File: config.mk
export PLATFORM = sky130hd
export DESIGN_NAME = knight_motion_ctrl
export DESIGN_NICKNAME = d
export VERILOG_FILES = /design/src/rtl/knight_motion_ctrl.sv
export SDC_FILE = /design/constraint.sdc
export NUM_CORES = 1
export LEC_CHECK = 0
export ABC_CLOCK_PERIOD_IN_PS = 3600
export CAP_MARGIN = 25
export CORE_MARGIN = 5
export CORE_UTILIZATION = 51
export CTS_CLUSTER_SIZE = 25
export DETAILED_ROUTE_END_ITERATION = 8
export PLACE_DENSITY = 0.82
export SYNTH_ARGS = -nofsm -noshare
export SYNTH_HDL_FRONTEND = slang
export SYNTH_SLANG_ARGS = --single-unit
File: constraint.sdc
create_clock -name Clk -period 3.6 [get_ports Clk]
set_input_delay 0.72 -clock Clk [delete_from_list [all_inputs] [get_ports Clk]]
set_output_delay 0.72 -clock Clk [all_outputs]
set_load 0.01 [all_outputs]
File: src/rtl/knight_motion_ctrl.sv
// Knight sprite motion controller: decodes keycodes and, once per synchronized
// frame tick, integrates walk, jump and gravity into registered sprite outputs.
module knight_motion_ctrl #(
  parameter int unsigned X_START    = 320,
  parameter int unsigned GROUND_Y   = 400,
  parameter int unsigned X_MIN      = 25,
  parameter int unsigned X_MAX      = 614,
  parameter int unsigned Y_MIN      = 32,
  parameter int unsigned STEP_X     = 3,
  parameter int unsigned JUMP_SPEED = 12,
  parameter int unsigned GRAVITY    = 1,
  parameter int unsigned MAX_FALL   = 10
) (
  input  logic        Clk,
  input  logic        Reset_n,
  input  logic        frame_clk,
  input  logic [31:0] keycode,
  output logic [9:0]  Player_X,
  output logic [9:0]  Player_Y,
  output logic [9:0]  Player_SizeX,
  output logic [9:0]  Player_SizeY,
  output logic [3:0]  Player_Status,
  output logic        Inverse
);

  localparam int unsigned PW = 10;
  localparam int unsigned VW = 8;
  localparam int unsigned YW = 11;

  localparam logic signed [VW-1:0] GRAV_S     = VW'(GRAVITY);
  localparam logic signed [VW-1:0] MAX_FALL_S = VW'(MAX_FALL);
  localparam logic signed [VW-1:0] VY_LAUNCH  = VW'(0) - VW'(JUMP_SPEED);
  localparam logic signed [YW-1:0] Y_MIN_S    = YW'(Y_MIN);
  localparam logic signed [YW-1:0] GROUND_S   = YW'(GROUND_Y);

  typedef enum logic [1:0] {
    ST_IDLE = 2'd0,
    ST_WALK = 2'd1,
    ST_JUMP = 2'd2,
    ST_FALL = 2'd3
  } state_t;

  logic                 r_sync1, r_sync2, r_sync3, r_tick;
  state_t               r_state, w_state_n;
  logic [PW-1:0]        r_x, w_x_n;
  logic [PW-1:0]        r_y, w_y_n;
  logic signed [VW-1:0] r_vy, w_vy_n;
  logic                 r_inv, w_inv_n;
  logic                 r_armed, w_armed_n;

  logic                 w_left, w_right, w_jump;
  logic                 w_go_left, w_go_right, w_horiz;
  logic [YW-1:0]        w_x_inc;
  logic                 w_dec_ok;
  logic signed [YW-1:0] w_y_next;
  logic signed [VW-1:0] w_vy_grav;

  // A key counts as pressed if any of the four report slots carries it
  always_comb begin
    w_left  = 1'b0;
    w_right = 1'b0;
    w_jump  = 1'b0;
    for (int i = 0; i < 4; i++) begin
      if (keycode[8*i +: 8] == 8'h04) w_left  = 1'b1;
      if (keycode[8*i +: 8] == 8'h07) w_right = 1'b1;
      if (keycode[8*i +: 8] == 8'h1A || keycode[8*i +: 8] == 8'h2C) w_jump = 1'b1;
    end
  end

  assign w_go_left  = w_left & ~w_right;
  assign w_go_right = w_right & ~w_left;
  assign w_horiz    = w_go_left | w_go_right;

  assign w_x_inc   = {1'b0, r_x} + YW'(STEP_X);
  assign w_dec_ok  = {1'b0, r_x} >= YW'(X_MIN + STEP_X);
  assign w_y_next  = $signed({1'b0, r_y}) + $signed({{(YW-VW){r_vy[VW-1]}}, r_vy});
  assign w_vy_grav = r_vy + GRAV_S;

  // Next-state and next-kinematics, only advanced on a frame tick
  always_comb begin
    w_state_n = r_state;
    w_x_n     = r_x;
    w_y_n     = r_y;
    w_vy_n    = r_vy;
    w_inv_n   = r_inv;
    w_armed_n = r_armed;
    if (r_tick) begin
      if (!w_jump) w_armed_n = 1'b1;
      if (w_go_left) begin
        w_inv_n = 1'b1;
        w_x_n   = w_dec_ok ? (r_x - PW'(STEP_X)) : PW'(X_MIN);
      end else if (w_go_right) begin
        w_inv_n = 1'b0;
        w_x_n   = (w_x_inc > YW'(X_MAX)) ? PW'(X_MAX) : w_x_inc[PW-1:0];
      end
      case (r_state)
        ST_IDLE, ST_WALK: begin
          if (w_jump && r_armed) begin
            w_state_n = ST_JUMP;
            w_vy_n    = VY_LAUNCH;
            w_armed_n = 1'b0;
          end else if (w_horiz) begin
            w_state_n = ST_WALK;
          end else begin
            w_state_n = ST_IDLE;
          end
        end
        ST_JUMP: begin
          if (w_y_next < Y_MIN_S) begin
            w_y_n     = PW'(Y_MIN);
            w_vy_n    = '0;
            w_state_n = ST_FALL;
          end else begin
            w_y_n  = w_y_next[PW-1:0];
            w_vy_n = w_vy_grav;
            if (!w_vy_grav[VW-1]) w_state_n = ST_FALL;
          end
        end
        ST_FALL: begin
          if (w_y_next >= GROUND_S) begin
            w_y_n     = PW'(GROUND_Y);
            w_vy_n    = '0;
            w_state_n = w_horiz ? ST_WALK : ST_IDLE;
          end else begin
            w_y_n  = w_y_next[PW-1:0];
            w_vy_n = (w_vy_grav > MAX_FALL_S) ? MAX_FALL_S : w_vy_grav;
          end
        end
        default: w_state_n = ST_IDLE;
      endcase
    end
  end

  // Frame synchronizer, registered edge pulse, and motion state registers
  always_ff @(posedge Clk) begin
    if (!Reset_n) begin
      r_sync1 <= 1'b0;
      r_sync2 <= 1'b0;
      r_sync3 <= 1'b0;
      r_tick  <= 1'b0;
      r_state <= ST_IDLE;
      r_x     <= PW'(X_START);
      r_y     <= PW'(GROUND_Y);
      r_vy    <= '0;
      r_inv   <= 1'b0;
      r_armed <= 1'b1;
    end else begin
      r_sync1 <= frame_clk;
      r_sync2 <= r_sync1;
      r_sync3 <= r_sync2;
      r_tick  <= r_sync2 & ~r_sync3;
      r_state <= w_state_n;
      r_x     <= w_x_n;
      r_y     <= w_y_n;
      r_vy    <= w_vy_n;
      r_inv   <= w_inv_n;
      r_armed <= w_armed_n;
    end
  end

  assign Player_X      = r_x;
  assign Player_Y      = r_y;
  assign Player_SizeX  = PW'(50);
  assign Player_SizeY  = PW'(64);
  assign Player_Status = {2'b00, r_state};
  assign Inverse       = r_inv;

endmodule

# Word-level counts from Yosys, hierarchy flattened
# Cells that the tools add are included.
[totals] regBits=36 in_bits=35 elab_cells=96
[classes] add_sub_neg=4 n_lt_le_gt_ge=5 eq_ne=22 muxes=35 bitwise=7 reduce_logical=13
[op_table] cell="$eq 8x3->1 const B" count=8
[op_table] cell="$mux 10" count=6
[op_table] cell="$eq 8x5->1 const B" count=4
[op_table] cell="$eq 8x6->1 const B" count=4
[op_table] cell="$mux 8" count=4
[op_table] cell="$pmux 8 s3" count=1
[op_table] cell="$pmux 10 s2" count=1
[op_table] cell="$mux 1" count=18
[op_table] cell="$add 10x2->11 const B" count=1
[op_table] cell="$add 11x8->11" count=1
[op_table] cell="$ge 11x10->1 const B" count=1
[op_table] cell="$gt 11x10->1 const B" count=1
[op_table] cell="$lt 11x7->1 const B" count=1
[op_table] cell="$ge 10x5->1 const B" count=1
[op_table] cell="$sub 10x2->10 const B" count=1
[op_table] cell="$add 8x2->8 const B" count=1
[op_table] cell="$gt 8x5->1 const B" count=1
[op_table] cell="$mux 2" count=4
[op_table] cell="$pmux 2 s3" count=1
[op_table] cell="$reduce_and 2->1" count=3
[op_table] cell="$eq 2x2->1 const B" count=2
[op_table] cell="$logic_or 1x1->1" count=4
[op_table] cell="$ne 2x2->1 const B" count=2
[op_table] cell="$reduce_bool 2->1" count=2
[op_table] cell="other kinds (9)" count=13

# Depth between registers and ports, before layout
[depth] word_depth=11 depth_mapped=13 ltp_nobuf=12

# Worst setup path before layout
# OpenSTA, ideal clock, no wires.
[synth_path] path_kind="flip-flop to flip-flop" startpoint="register r_y[0], in the netlist Player_Y[0]" endpoint="register r_vy[3]" arrival_ns=2.786 required_ns=3.527 slack_ns=0.740 stages_incl_launch_ff=11 period_less_slack_ns=2.860 path_cell_list="dfxtp_1 > ha_1 > fa_1 > a211oi_2 > o211ai_2 > a2111oi_2 > nand4b_4 > a21o_2 > a22oi_2 > or4_4 > o211ai_2"
[synth_between] elab_chain_len=4
[synth_rtl] element="from (decl)" line="46" text="logic [PW-1:0] r_y, w_y_n;"
[synth_rtl] element="from (signal assigned)" line="143" text="r_y <= PW'(GROUND_Y);"
[synth_rtl] element="from (signal assigned)" line="154" text="r_y <= w_y_n;"
[synth_rtl] element="$add 11x8->11 *" line="76" text="assign w_y_next = $signed({1'b0, r_y}) + $signed({{(YW-VW){r_vy[VW-1]}}, r_vy});"
[synth_rtl] element="$ge 11x10->1 or $lt 11x7->1 (tied branches)" line="120, 109"
[synth_rtl] element="$mux 8, on equally long branches" line="120, 109"
[synth_rtl] element="$pmux 8 s3 *" line="96" text="case (r_state)"
[synth_rtl] element="to (signal assigned)" line="155" text="r_vy <= w_vy_n;"
[synth_rtl] element="to (decl)" line="47" text="logic signed [VW-1:0] r_vy, w_vy_n;"
# Mark *: on every way between the ends. The rest lies on a longest branch, timed or not.
# A chain may end at the register's enable or synchronous reset.

# Worst setup path after layout
[layout_path] startpoint="register r_vy[0]" endpoint="register r_vy[3]"
[layout_between] elab_chain_len=5
[layout_rtl] element="$add 8x2->8" line="77" text="assign w_vy_grav = r_vy + GRAV_S;"
[layout_rtl] element="$gt 8x5->1" line="126" text="w_vy_n = (w_vy_grav > MAX_FALL_S) ? MAX_FALL_S : w_vy_grav;"
[layout_rtl] element="$mux 8" line="126"
[layout_rtl] element="$mux 8" line="120" text="if (w_y_next >= GROUND_S) begin"
[layout_rtl] element="$pmux 8 s3 *" line="96"
# Marked as above.

==> summary.txt <==
Drt
  – Total vias in the final route: roughly 3,200
  – Residual DRC: 0
  – Total wire length: 8400 um
  – Number of vias per cell: 6.02
  – DR WL/cell: 15.7 um
  – DRT Pass-1 Iters: 4
  – Routed Antenna Nets: 0
  – M1 WL: about 3500 um
  – Met3 wire length: roughly 420 um
  – Met2 wire len: about 4300 um
  – Max layer used: met4
  – Initial DRC count: 203

Synth
  – Complex-gate fraction of the synthesized area: 28.8%
  – Dominant cells by area after synthesis: dfxtp_1 (22%), ha_1 (6.1%), buf_4 (5.0%), a21oi_1 (4.6%), nand2_1 (3.9%)
  – Mux share of post-synthesis cell area: 0.950%
  – Count of different cell masters after synthesis: a little over 80
  – Synth Area per Inst: 8.05 um2
  – XOR/XNOR Fraction of Synth Area: 5.06%
  – Synth top area share: 21.9%
  – Simple-gate area share of the yosys netlist: around a quarter
  – Mapped cell area: 3290 um2
  – Synth Area in Adders: 6.99%
  – Largest family of logic cells by synthesized area: compound AO/OA/AOI/OAI gates
  – Number of synthesized flops with an enable pin: 0
  – Gate Count Post-Synth: 409
  – Synth Warn #: 0
  – Async SR Flop Fraction: 0%
  – Sequential-to-total area share from yosys stat: 21.9%
  – Largest area contributor in the netlist: dfxtp_1
  – Synthesized flop and latch total: 36
  – Most used DFF post-synth: dfxtp_1

Floorplanning
  – Die area: 8160 um2
  – Die Wd: 90.3 um
  – Initial Utilization: 52.1%
  – Io pins: 80
  – Die Height: around 90 um
  – Rows: 29
  – Core area: ~6300 um2

STA
  – Setup violations, final: 0
  – Crit share post-route: 87.2%
  – Total negative slack: 0 ps
  – Fin Clk Skew: 6.39 ps
  – Worst-Margin Slew: 645 ps
  – Pins Over Slew Limit: 0
  – Slew headroom: 56.9%
  – Minimum period implied by the final worst setup slack: 3140 ps
  – F_max: 319 MHz
  – Hold_ws: 381 ps
  – RSZ-0062 raised after global routing: false
  – Hold Vio Cnt, Final: 0

Placed design
  – HPWL Detailed: 6360 um
  – RePlAce Congestion: 0.839
  – IO Port Bufs: 57

Power and ir drop
  – Lkg Pwr: 1.47 nW
  – Net Sw Frac: 24.6%
  – Internal: 0.000579 W
  – Worst vdd ir: 0.128 mV
  – Clock share of power: a little over a third
  – Net Sw Power: 0.000189 W
  – PwrDens: ~200 nW/um2
  – Comb power frac: 11.7%
  – Sequential share of power: between 50% and 60%

Worst hold path
  – Hold EP: r_tick
  – Worst Hold Launch: r_sync3
  – Tightest Hold Check Type: reg2reg
  – Hold path cells: 1

Worst setup path
  – Crit path kind: reg2reg
  – R2R setup slack: 460 ps
  – Cell mode on critical path: o211ai_2
  – Critical Path Sink Type: flop
  – Cell family with most CP delay: compound AO/OA/AOI/OAI gates
  – Critical path launch point type: flop
  – Worst r2r src: r_vy[0]
  – CP Cell Sequence: ha_1, fa_1, a211oi_2, o211ai_2, a2111oi_2, nand4b_4, a21o_2, a22oi_2, or4_4, o211ai_2
  – Worst endpoint required time: 3830 ps
  – CP Buf/Inv Count: 0
  – Crit-path slowest cell: or4_4
  – Reg-to-reg endpoint: r_vy[3]
  – Crit path largest cell delay: ~530 ps
  – R2r worst-path depth: 10
  – Crit path DAT: around 3400 ps
  – CP max FO: 9

Clock network
  – Clk slew on worst S/H paths: 70 ps
  – Clk_lat worst skew: slightly below 300 ps
  – CTS tree: done
  – Num CTS Buffers: 5
  – Clk root buf: clkbuf_8
  – Longest Clk Path Bufs: 2
  – Post-CTS sizing: 0
  – H-tree depth: 2
  – Post-CTS setup buffer count: 0
  – # hold bufs at CTS: 0
  – CTS sink cnt: 36

GRT
  – Largest net degree at the start of global routing: 19
  – GRT Total Usage: 20.1%
  – Initial antenna violation count: 0
  – First-pass GRT wire length: 14,400 um
  – Grt ovf: 0
  – Vias in the first global route: 3,126

Final layout
  – Synthesis-to-finish area growth: 17.6%
  – Share of cells above drive strength 1: roughly 9.8%
  – # diodes: 0
  – Fin nets: 509

Job
  – Max Cap Viol: 0

Status
  – Status: finished clean
==> registers in the layout, summed over array words and instances (netlist names) <==
name	flops
r_vy	8
Inverse	1
r_sync2	1
r_tick	1
r_armed	1
r_sync3	1
Player_Y	10
r_sync1	1
Player_X	10
r_state	2
==> area by class of cell <==
type / count / area [um2]
well taps: 77 / 96.3
clock inverters: 1 / 5.00
flip-flops and latches: 36 / 721
fillers: 591 / 2440
multi-input cells: 339 / 2320
clock buffers: 6 / 72.6
repair buffers: 62 / 608
inverters: 13 / 48.8
==> power groups by stage <==
stage | Combinational (W) | Sequential, W | Clock (W)
2_1_floorplan | 0.0000569 | 0.000411 | 0
3_3_place_gp | 0.0000863 | 0.000411 | 0
3_5_place_dp | 0.0000890 | 0.000411 | 0
4_1_cts | 0.0000891 | 0.000402 | 0.000281
5_1_grt | 0.0000974 | 0.000402 | 0.000297
6_report | 0.0000903 | 0.000402 | 0.000276
==> logic make-up (layout without fill, tap and decap cells) <==
| kind of cell | count (synthesis) | count (layout) |
|---|---|---|
| buffers and inverters | 54 | 82 |
| muxes | 3 | 3 |
| and+or+nand+nor | 155 | 155 |
| DFF | 36 | 36 |
| AOI/OAI and AO/OA | 122 | 122 |
| adders and majority gates | 18 | 18 |
| xor gates and xnor gates | 19 | 19 |
| other | 2 | 22 |
==> how the worst max path moves through the flow <==
stage,start,end,slack [ps],cells past startpoint
6_report,r_vy[0],r_vy[3],460,10
5_1_grt,r_vy[0],r_vy[4],280,10
4_1_cts,r_vy[0],r_vy[3],470,10
3_5_place_dp,keycode[28],Player_X[7],400,11
3_3_place_gp,keycode[28],Player_X[7],510,11
2_1_floorplan,Player_Y[0],r_vy[3],740,10
==> through the flow <==
stage / cell area (um2) / power [W] / std cells / worst slack [ps] / util [%]
floorplan: 3370 / 0.000468 / 429 / 740 / -
global placement: 3790 / 0.000498 / 527 / 507 / 60.1
detailed placement: 3790 / 0.000500 / 527 / 396 / 60.1
CTS: 3870 / 0.000772 / 534 / 470 / 61.3
global route: 3870 / 0.000797 / 534 / 282 / 61.3
finish: 3870 / 0.000769 / 534 / 462 / 61.3
==> metal layers <==
metal	track usage, %	up-vias
li1	-	1571
met1	25.1	1531
met2	35.4	101
met3	3.08	13
met4	6.33	0
met5	0	-
==> placed cells by master (no fill, tap or decap), drive strengths merged, types with 9 or more instances in the layout <==
master,n
clkdlybuf4s50,57
nand3,17
ha,16
inv,12
nand4,9
nand2,34
nor3,15
a21oi,33
o21ai,15
conb,22
nor2,27
a31oi,9
nand2b,14
xor2,11
dfxtp,36
==> Yosys cell counts (all sizes together), types with 6 or more instances <==
master and count:
dfxtp 36, nand2 34, a21oi 33, buf 28, nor2 27, nand3 17, ha 16, nor3 15
o21ai 15, nand2b 14, clkbuf 13, inv 12, xor2 11, a31oi 9, nand4 9, and2 8
o211ai 8, xnor2 8, a211oi 7, nand3b 7, nand4b 6, o22ai 6
(Power assumes the default switching activity.)
